[src/rtl/key_pkg.sv]
// Shared constants, tables and types for key_event_encoder.
// Holds note half-period table, key code table, frame framing bits, FSM enum.
package key_pkg;

  localparam int NUM_NOTES = 13;

  localparam logic       START_BIT  = 1'b0;
  localparam logic       STOP_BIT   = 1'b1;
  localparam logic [9:0] IDLE_FRAME = 10'h3FF;

  // Half-period counts for the base octave, one per key.
  localparam logic [31:0] NOTE_TABLE [NUM_NOTES] = '{
    32'd95556,  32'd101238, 32'd107258, 32'd113636,
    32'd120394, 32'd127553, 32'd135137, 32'd143173,
    32'd151686, 32'd160706, 32'd170262, 32'd180387,
    32'd191113
  };

  // ASCII codes: a w s e d f t g y h u j k (piano row).
  localparam logic [7:0] KEY_TABLE [NUM_NOTES] = '{
    8'h61, 8'h77, 8'h73, 8'h65, 8'h64, 8'h66, 8'h74,
    8'h67, 8'h79, 8'h68, 8'h75, 8'h6A, 8'h6B
  };

  typedef enum logic [1:0] {
    S_IDLE,
    S_LOAD,
    S_HOLD
  } frame_state_e;

  function automatic logic [9:0] make_frame(
    input logic [7:0] code
  );
    return {STOP_BIT, code, START_BIT};
  endfunction

endpackage

[src/rtl/key_event_encoder_if.sv]
// Frame handshake bundle between encoder and serial consumer.
// inputData/ivalid from master, iready from slave.
interface key_event_encoder_if;

  logic [9:0] inputData;
  logic       ivalid;
  logic       iready;

  modport master (
    output inputData,
    output ivalid,
    input  iready
  );

  modport slave (
    input  inputData,
    input  ivalid,
    output iready
  );

endinterface

[src/rtl/key_debounce.sv]
// One-key 2-flop synchroniser plus debounce counter.
// Ports: clk, reset, key_raw in; level, rise, fall (1-cycle pulses) out.
module key_debounce #(
  parameter int DEBOUNCE_CYCLES = 250000
) (
  input  logic clk,
  input  logic reset,
  input  logic key_raw,
  output logic level,
  output logic rise,
  output logic fall
);

  localparam int CW = (DEBOUNCE_CYCLES > 2) ?
                      $clog2(DEBOUNCE_CYCLES) : 1;
  localparam logic [CW-1:0] LAST = CW'(DEBOUNCE_CYCLES - 1);

  logic          s1_q;
  logic          s2_q;
  logic          lvl_q;
  logic          lvl_d;
  logic [CW-1:0] cnt_q;
  logic [CW-1:0] cnt_d;
  logic          flip;

  always_comb begin
    flip  = (s2_q != lvl_q) && (cnt_q == LAST);
    cnt_d = '0;
    lvl_d = lvl_q;
    if (s2_q != lvl_q) begin
      if (flip) lvl_d = s2_q;
      else      cnt_d = cnt_q + 1'b1;
    end
  end

  always_ff @(posedge clk or posedge reset) begin
    if (reset) begin
      s1_q  <= 1'b0;
      s2_q  <= 1'b0;
      lvl_q <= 1'b0;
      cnt_q <= '0;
    end else begin
      s1_q  <= key_raw;
      s2_q  <= s1_q;
      lvl_q <= lvl_d;
      cnt_q <= cnt_d;
    end
  end

  assign level = lvl_q;
  assign rise  = flip & s2_q;
  assign fall  = flip & ~s2_q;

endmodule

[src/rtl/key_event_encoder.sv]
// Debounces a key row, emits press/release frames, drives note periods.
// Ports: clk, reset, KEYBOARD, scale, noteFrequency, LED, fr (frame bus).
module key_event_encoder
  import key_pkg::*;
#(
  parameter int NUM_KEYS        = 13,
  parameter int DEBOUNCE_CYCLES = 250000,
  parameter int FREQ_W          = 32
) (
  input  logic                             clk,
  input  logic                             reset,
  input  logic [NUM_KEYS-1:0]              KEYBOARD,
  input  logic [2:0]                       scale,
  output logic [NUM_KEYS-1:0][FREQ_W-1:0]  noteFrequency,
  output logic [7:0]                       LED,
  key_event_encoder_if.master              fr
);

  localparam int KW = (NUM_KEYS > 1) ? $clog2(NUM_KEYS) : 1;

  if (NUM_KEYS > NUM_NOTES || NUM_KEYS < 1) begin : g_bad_keys
    $error("NUM_KEYS outside note/key table range");
  end
  if (DEBOUNCE_CYCLES < 2) begin : g_bad_deb
    $error("DEBOUNCE_CYCLES must be at least 2");
  end

  logic [NUM_KEYS-1:0] db;
  logic [NUM_KEYS-1:0] rise;
  logic [NUM_KEYS-1:0] fall;

  for (genvar g = 0; g < NUM_KEYS; g++) begin : g_deb
    key_debounce #(
      .DEBOUNCE_CYCLES (DEBOUNCE_CYCLES)
    ) u_deb (
      .clk     (clk),
      .reset   (reset),
      .key_raw (KEYBOARD[g]),
      .level   (db[g]),
      .rise    (rise[g]),
      .fall    (fall[g])
    );
  end

  frame_state_e        state_q;
  logic [9:0]          frame_q;
  logic                valid_q;
  logic [NUM_KEYS-1:0] press_pend_q;
  logic [NUM_KEYS-1:0] press_pend_d;
  logic [NUM_KEYS-1:0] rel_pend_q;
  logic [NUM_KEYS-1:0] rel_pend_d;
  logic                drop_q;
  logic                drop_d;
  logic [NUM_KEYS-1:0][FREQ_W-1:0] note_q;
  logic [NUM_KEYS-1:0][FREQ_W-1:0] note_d;

  logic          any_pend;
  logic [KW-1:0] sel_idx;
  logic          sel_rel;
  logic [7:0]    sel_code;

  // Lowest index wins; a pending press beats a release on the same key.
  always_comb begin
    any_pend = |(press_pend_q | rel_pend_q);
    sel_idx  = '0;
    sel_rel  = 1'b0;
    for (int i = NUM_KEYS - 1; i >= 0; i--) begin
      if (press_pend_q[i] | rel_pend_q[i]) begin
        sel_idx = KW'(i);
        sel_rel = ~press_pend_q[i];
      end
    end
    sel_code = KEY_TABLE[sel_idx];
    if (sel_rel) sel_code = sel_code | 8'h80;
  end

  // The LOAD clear is applied first so a fresh edge on the same key
  // re-arms its flag and is not counted as a dropped event.
  always_comb begin
    press_pend_d = press_pend_q;
    rel_pend_d   = rel_pend_q;
    drop_d       = drop_q;
    if (state_q == S_LOAD && any_pend) begin
      if (sel_rel) rel_pend_d[sel_idx]   = 1'b0;
      else         press_pend_d[sel_idx] = 1'b0;
    end
    for (int i = 0; i < NUM_KEYS; i++) begin
      if (rise[i]) begin
        if (rel_pend_d[i]) drop_d = 1'b1;
        rel_pend_d[i]   = 1'b0;
        press_pend_d[i] = 1'b1;
      end
      if (fall[i]) begin
        if (press_pend_d[i]) drop_d = 1'b1;
        press_pend_d[i] = 1'b0;
        rel_pend_d[i]   = 1'b1;
      end
    end
  end

  always_comb begin
    note_d = '0;
    for (int i = 0; i < NUM_KEYS; i++) begin
      if (db[i]) note_d[i] = FREQ_W'(NOTE_TABLE[i] >> scale);
    end
  end

  always_ff @(posedge clk or posedge reset) begin
    if (reset) begin
      press_pend_q <= '0;
      rel_pend_q   <= '0;
      drop_q       <= 1'b0;
      note_q       <= '0;
    end else begin
      press_pend_q <= press_pend_d;
      rel_pend_q   <= rel_pend_d;
      drop_q       <= drop_d;
      note_q       <= note_d;
    end
  end

  always_ff @(posedge clk or posedge reset) begin
    if (reset) begin
      state_q <= S_IDLE;
      frame_q <= IDLE_FRAME;
      valid_q <= 1'b0;
    end else begin
      unique case (state_q)
        S_IDLE: begin
          if (any_pend) state_q <= S_LOAD;
        end
        S_LOAD: begin
          if (any_pend) begin
            frame_q <= make_frame(sel_code);
            valid_q <= 1'b1;
            state_q <= S_HOLD;
          end else begin
            state_q <= S_IDLE;
          end
        end
        S_HOLD: begin
          if (fr.iready) begin
            frame_q <= IDLE_FRAME;
            valid_q <= 1'b0;
            state_q <= S_IDLE;
          end
        end
        default: state_q <= S_IDLE;
      endcase
    end
  end

  assign fr.inputData  = frame_q;
  assign fr.ivalid     = valid_q;
  assign noteFrequency = note_q;
  assign LED = {~reset, ~reset & ~(|db), drop_q, 2'b00, scale};

endmodule

[src/flat_wrapper.sv]
// flat-port wrapper written by rule: the top's interface ports become plain ports
module key_event_encoder_flat import key_pkg::*;
#(
  parameter int NUM_KEYS        = 13,
  parameter int DEBOUNCE_CYCLES = 250000,
  parameter int FREQ_W          = 32
)
  (clk, reset, KEYBOARD, scale, noteFrequency, LED, fr_inputData, fr_ivalid, fr_iready);
  key_event_encoder_if fr_i ();
  input  logic clk;
  input  logic reset;
  input  logic [NUM_KEYS-1:0] KEYBOARD;
  input  logic [2:0] scale;
  output logic [NUM_KEYS-1:0][FREQ_W-1:0] noteFrequency;
  output logic [7:0] LED;
  output wire logic [$bits(fr_i.inputData)-1:0] fr_inputData;
  output wire logic [$bits(fr_i.ivalid)-1:0] fr_ivalid;
  input wire logic [$bits(fr_i.iready)-1:0] fr_iready;
  assign fr_inputData = fr_i.inputData;
  assign fr_ivalid = fr_i.ivalid;
  assign fr_i.iready = fr_iready;
  key_event_encoder #(.NUM_KEYS(NUM_KEYS), .DEBOUNCE_CYCLES(DEBOUNCE_CYCLES), .FREQ_W(FREQ_W)) u_core (.clk(clk), .reset(reset), .KEYBOARD(KEYBOARD), .scale(scale), .noteFrequency(noteFrequency), .LED(LED), .fr(fr_i));
endmodule
[config.mk]
export PLATFORM = sky130hd
export DESIGN_NAME = key_event_encoder_flat
export DESIGN_NICKNAME = d
export VERILOG_FILES = /design/src/rtl/key_pkg.sv /design/src/rtl/key_event_encoder_if.sv /design/src/rtl/key_debounce.sv /design/src/rtl/key_event_encoder.sv /design/src/flat_wrapper.sv
export SDC_FILE = /design/constraint.sdc
export NUM_CORES = 1
export LEC_CHECK = 0
export CORE_MARGIN = 2
export CORE_UTILIZATION = 47
export DETAILED_ROUTE_END_ITERATION = 7
export HOLD_SLACK_MARGIN = 0.08
export PLACE_DENSITY = 0.82
export REMOVE_ABC_BUFFERS = 1
export SLEW_MARGIN = 10
export SYNTH_ARGS = -nofsm -noshare
export SYNTH_HDL_FRONTEND = slang
export SYNTH_SLANG_ARGS = --single-unit
[constraint.sdc]
create_clock -name clk -period 19.22 [get_ports clk]
set_clock_uncertainty 0.15 [all_clocks]
set_input_delay 3.844 -clock clk [delete_from_list [all_inputs] [get_ports clk]]
set_output_delay 3.844 -clock clk [all_outputs]
set_load 0.05 [all_outputs]
==> metrics, run 1 <==
Async S/R FF share, synth=1.00; HPWL after DPL=42400 microns; number of remaining DRC errors=0; H-tree Lvls=2; Syn Inst Count=between 2000 and 2500; FP Rows=about 80; Post-CTS Setup Bufs=0; share of layout cells above drive strength 1=0.0508; Die Y=roughly 230 microns; wire per inst=~19 microns; Sw Share=0.251; maxcap violations=0; Flop pwr share=0.495; post-route ant nets=0; Yosys warning total=0; grt ovf=0; predominant post-synthesis flop cell=dfrtp_1; Antenna diodes=0; initial antenna violation count=0; total negative slack=0 ns; FF-to-FF Start=u_core.press_pend_q[7]; kind of critical path=in -> out; FMAX=around 94 MHz; Initial DRC Count=1481; post-route cell area=27900 sq um; post-synthesis mux area share=0.00395; Synth Area in Compound Gates=0.0535; Worst EP required=approximately 15 ns; register bit total from synthesis=between 500 and 600; Crit Path Max Fanout=2; VDD IR max=72.2 uV; CTS tree=yes; vias in the first global route=17039; CP Data Arrival Time=between 6 and 7 ns; max_slew headroom=0.197; placed cell areas=26200 sq um; Leakage=about 13 nW; Longest Clk Path Bufs=3; Switch Pwr=0.581 mW; nets@finish=roughly 2600; Slew @ Worst Pin=approximately 1.2 ns; Design Power=roughly 2.3 mW; post-cts sizing count=0; Setup violations, final=0; Area growth, synth to finish=17.7%; Worst-path clk slew=about 0.060 ns; Hold Fails Final Rpt=0; die width=around 230 microns; delay of the slowest critical-path stage=around 0.97 ns; Hold EP=u_core.g_deb[11].u_deb.s2_q; simple-gate share of the synthesized area=0.202; R2R Setup Slk=15.34 ns; Synth cell types=~70; Post-Syn Area=23700 sq um; clock latency on the worst-skew pair=approximately 0.6 ns; first-pass GRT wire length=94100 microns; Clock power frac=0.435; gr usage total=0.226; largest net degree at the start of global routing=129; syn_area_per_cell=10.4 sq um; crit end category=output port; fillers=~4000; Post-Synth Adder-Cell Area=0.0169; power density over cell area=between 80 and 90 nW/um^2; worst path cell trace=clkdlybuf4s50_1 > nor4_1 > nand2_1 > nor4_1 > clkdlybuf4s50_1; Routed Wire Length=60500 microns; main combinational cell family by area after synthesis=simple AND/OR/NAND/NOR gates; Critical R2R Capture=u_core.drop_q; Initial Util=0.475; final core occ=0.559; IO Pins=454; Post-synth EDFFs=0; Final GP Congestion=between 0.9 and 1; Hold Crit Depth=0; CTS root buffer=clkbuf_16; R2R depth=14; Die ar.=between 50000 and 60000 sq um; total CTS buffers=between 50 and 60; XOR/XNOR Fraction of Synth Area=0.0767; Tmin final=10.60 ns; outcome=completed; RSZ-0062 raised after global routing=false; sequential fraction of the synthesis area=0.564; fin. max-slew vios=0; most common cell after layout, fill and taps aside=dfrtp_1; # port buffers=260; Worst Hold Class=reg -> reg; Hold Crit Start=u_core.g_deb[11].u_deb.s1_q; Comb pwr share=0.069; router iterations before antenna repair=5; area of the core=approximately 50000 sq um; Clock Sinks=around 540; hold buffer count at CTS=0; Int Power=1.73 mW; Critical Path Start Type=input port; most frequent cells in the layout=dfrtp_1, nor2_1, clkdlybuf4s50_1; Vias=17203; CP max-delay cell=clkdlybuf4s50_1; fin crit share=0.551; vias per cell=between 5 and 6
==> cell families (layout without fill, tap and decap cells) <==
logic type / count (synthesis) / after routing
xor+xnor: 208 / 208
mux: 9 / 9
compound gates: 214 / 214
buf+inv: 312 / 418
simple gates: 968 / 968
fa+ha+maj: 32 / 32
other cells: 2 / 193
flops: 535 / 535
==> metal layers <==
layer / track usage / vias up / routed length, microns
met3: 0.0423 / 154 / 4400
met1: 0.276 / 8525 / 23400
li1: - / 7710 / -
met5: 0 / - / 0
met4: 0.103 / 0 / 2770
met2: 0.390 / 814 / 29900
==> synth_stat cells, types with 7 or more instances <==
master	n	area, sq um
inv_1	44	165
nand2b_1	20	125
and2_1	60	375
nand3_1	100	500
clkbuf_1	53	199
nand2_1	159	597
nor4b_1	8	70.1
buf_4	200	1500
nand3b_1	13	97.6
nand4_1	21	131
nor4_1	29	181
or4_1	7	52.6
a21boi_0	11	82.6
nor2b_1	18	113
dfstp_2	7	184
o21ai_0	65	325
nor2_1	346	1300
dfrtp_1	528	13200
o211ai_1	8	60.1
xor2_1	99	867
ha_1	32	400
nor3_1	29	145
a21oi_1	88	440
and3_1	108	676
or3_1	18	113
xnor2_1	109	955
==> worst max-delay path, delay by kind of cell <==
kind	cells	cell delay [ns]
buffers and inverters	2	1.53
AND/OR/NAND/NOR	3	1.22
==> sequential cells by signal, summed over array words and instances, names as in the netlist <==
register,cells
u_core.fr.inputData,7
u_core.g_deb.u_deb.cnt_q,234
u_core.state_q,2
u_core.noteFrequency,225
u_core.fr.ivalid,1
u_core.rel_pend_q,13
u_core.g_deb.u_deb.level,13
u_core.drop_q,1
u_core.g_deb.u_deb.s2_q,13
u_core.g_deb.u_deb.s1_q,13
u_core.press_pend_q,13
==> layout make-up <==
class	count	area (sq um)	area share
clock buffers	76	1480	0.0530
clock inverters	19	203	0.00726
inverters	48	188	0.00672
multi-input cells	1624	9110	0.326
flip-flops and latches	535	13400	0.480
well taps	672	841	0.0301
repair buffers	275	2710	0.0970
==> per-stage QoR <==
| stage | hold WS (ns) | instances | setup WS (ns) |
|---|---|---|---|
| detailed placement | 0.185 | 3154 | 8.62 |
| global placement | 0.186 | 3154 | 8.54 |
| finish | 0.197 | 3249 | 8.62 |
| floorplan | 0.181 | 2207 | -0.105 |
| global route | 0.202 | 3249 | 8.59 |
| CTS | 0.197 | 3249 | 8.55 |
==> worst max-delay path by stage <==
stage,from,end,slack (ns),cells past startpoint
after floorplan,reset,u_core.drop_q,-0.10,1
after global placement,reset,LED[6],8.54,5
after detailed placement,reset,LED[6],8.62,5
after CTS,reset,LED[6],8.55,5
after global routing,reset,LED[6],8.59,5
final,reset,LED[6],8.62,5
==> power by group through the flow <==
stage	logic, mW	registers [mW]	clock network [mW]
6_report	0.161	1.15	1.01
4_1_cts	0.160	1.15	1.02
3_3_place_gp	0.157	1.16	0
5_1_grt	0.171	1.15	1.06
3_5_place_dp	0.159	1.17	0
2_1_floorplan	0.125	1.17	0
(Power assumes the default switching activity.)
==> run 2, diff against run 1 <==
==> constraint.sdc (replaced) <==
create_clock -name clk -period 8.7 [get_ports clk]
set_clock_uncertainty 0.15 [all_clocks]
set_input_delay 1.74 -clock clk [delete_from_list [all_inputs] [get_ports clk]]
set_output_delay 1.74 -clock clk [all_outputs]
set_load 0.05 [all_outputs]
==> run 2 against run 1 <==
Effect of this change: clock power increased by 110%; sequential share of layout area is 0.20 points higher; worst hold slack lost 0.018 ns; via count increased by 0.26%; die area is the same; register-to-register slack worse by 11 ns; global-route usage fell by 0.27 points; sequential power rose by 120%; highest routed layer unchanged.
==> metrics, run 2 (synthesis gave the netlist of run 1 again) <==
outcome=completed; most common cell after layout, fill and taps aside=dfrtp_1; share of layout cells above drive strength 1=0.0472 (-0.00366); area of the core=50000 sq um (unchanged); Slew @ Worst Pin=1.10 ns (-0.0988 ns); GR met2 Demand/Resource=0.378 (-0.0123); buffers and inverters on the worst path=2 (unchanged); Comb pwr share=0.070 (about the same); crit end category=output port; initial antenna violation count=2 (+2); grt ovf=0 (unchanged); HPWL after DPL=42300 microns (-0.28%); delay of the slowest critical-path stage=0.94 ns (-0.03 ns); Clock Sinks=535 (unchanged); Post-CTS Setup Bufs=0 (unchanged); power density over cell area=180 nW/um^2 (+120%); met1 usage in global routing=0.273 (-0.00266); nets@finish=2581 (-0.23%); GRT met3 Usage=0.0418 (-0.000499); CP Data Arrival Time=4.29 ns (-2.31 ns); Clock power frac=0.425 (-0.010); VDD IR max=149 uV (+110%); CP max-delay cell=clkdlybuf4s50_1; gr usage total=0.223 (-0.00270); Routed Wire Length=59700 microns (-1.2%); max reg flops=234 (unchanged); Sw Share=0.254 (+0.00208); Longest Clk Path Bufs=3 (unchanged); Crit Path Max Fanout=2 (unchanged); Final GP Congestion=0.909 (-1.7%); fin crit share=0.710; worst path cell trace=clkdlybuf4s50_1 > nor4_1 > nand2_1 > nor4_1 > clkdlybuf4s50_1; post-cts sizing count=0 (unchanged); Die ar.=52300 sq um (unchanged); total CTS buffers=51 (-1.9%); fin cells=3237 (-0.37%); router iterations before antenna repair=5 (unchanged); Leakage=12.9 nW (-0.57%); maxcap violations=0 (unchanged); Switch Pwr=1.27 mW (+120%); Antenna diodes=0 (unchanged); Biggest register=u_core.g_deb.u_deb.cnt_q; Setup violations, final=0 (unchanged); Hold Crit Start=u_core.g_deb[9].u_deb.s1_q; most frequent cells in the layout=dfrtp_1, nor2_1, clkdlybuf4s50_1; grt peak-use layer=met2; first-pass GRT wire length=93000 microns (-1.2%); Worst EP required=6.81 ns (-8.42 ns); Initial DRC Count=1688 (+14%); hold buffer count at CTS=0 (unchanged); Worst Hold Class=reg -> reg; fillers=4044 (+0.42%); vias in the first global route=17009 (-0.18%); number of remaining DRC errors=0 (unchanged); die width=229 microns (unchanged); kind of critical path=in -> out; max_slew headroom=0.270 (+0.0732); FF-to-FF Start=u_core.press_pend_q[7]; vias per cell=5.33 (+0.63%); post-route cell area=27800 sq um (-0.43%); Die Y=229 microns (unchanged); kind of cell adding the most delay to the critical path=buffers and inverters; CTS tree=yes; Worst Setup SP=reset; Critical Path Start Type=input port; Tmin final=6.18 ns; Initial Util=0.475 (unchanged); Flop pwr share=0.505 (+0.010); Hold Fails Final Rpt=0 (unchanged); Area growth, synth to finish=17.2%; largest net degree at the start of global routing=193 (+50%); Worst-path clk slew=0.06 ns (about the same); placed cell areas=26200 sq um (about the same); wire per inst=18.4 microns (-0.87%); WHS=0.179 ns (-0.0179 ns); fin. max-slew vios=0 (unchanged); Vias=17248 (+0.26%); FP Rows=82 (unchanged); # port buffers=260 (unchanged); FMAX=162 MHz; H-tree Lvls=2 (unchanged); IO Pins=454 (unchanged); Placed Cells=3149 (-0.16%); CTS root buffer=clkbuf_16; post-route ant nets=0 (unchanged); Int Power=3.74 mW (+120%); RSZ-0062 raised after global routing=false; clock latency on the worst-skew pair=0.61 ns (+0.02 ns)
run 2: cell types whose count changed in the layout (fill, tap and decap cells not counted), moves of 2 or more:
| cell | delta |
|---|---|
| bufinv_16 | -2 |
| buf_4 | -6 |
| clkbuf_1 | -2 |
| clkinv_2 | -2 |
run 2: cell type report:
type	count	area, sq um	share of cell area
sequential	535	13400	0.482
multi-input combinational	1624	9110	0.328
tap	672	841	0.0302
clock inverter	14	128	0.00459
clock buffer	74	1460	0.0526
inverter	48	188	0.00675
timing repair buffer	270	2690	0.0965
run 2: worst paths after layout:
path                                                         end  slack [ns]  depth (start not counted)
min in group asynchronous              u_core.noteFrequency[395]        1.68                          2
worst min-delay path                  u_core.g_deb[9].u_deb.s2_q        0.18                          0
max in group asynchronous       u_core.g_deb[10].u_deb.cnt_q[10]        4.28                          4
worst min register to register        u_core.g_deb[9].u_deb.s2_q        0.18                          0
worst max-delay path                                      LED[6]        2.52                          5
worst max register to register                     u_core.drop_q        4.82                         14
run 2: power groups by stage:
stage / sequential, mW / clock [mW] / combinational [mW]
6_report: 2.53 / 2.13 / 0.353
5_1_grt: 2.53 / 2.27 / 0.377
4_1_cts: 2.53 / 2.16 / 0.353
3_5_place_dp: 2.58 / 0 / 0.351
3_3_place_gp: 2.57 / 0 / 0.345
2_1_floorplan: 2.58 / 0 / 0.277
run 2: layer usage:
metal / routed length, microns / share of wire
met4: 3050 / 0.051
met3: 4390 / 0.074
met2: 29000 / 0.49
met5: 0 / 0
met1: 23300 / 0.39
run 2: through the flow:
stage | setup TNS (ns) | worst slack [ns] | utilization | total power [mW]
after floorplan | -4533.46 | -8.52 | - | 2.85
after global placement | 0 | 2.36 | 0.525 | 2.92
after detailed placement | 0 | 2.43 | 0.525 | 2.93
after CTS | 0 | 2.43 | 0.557 | 5.05
after global routing | 0 | 2.44 | 0.557 | 5.17
final | 0 | 2.52 | 0.557 | 5.01
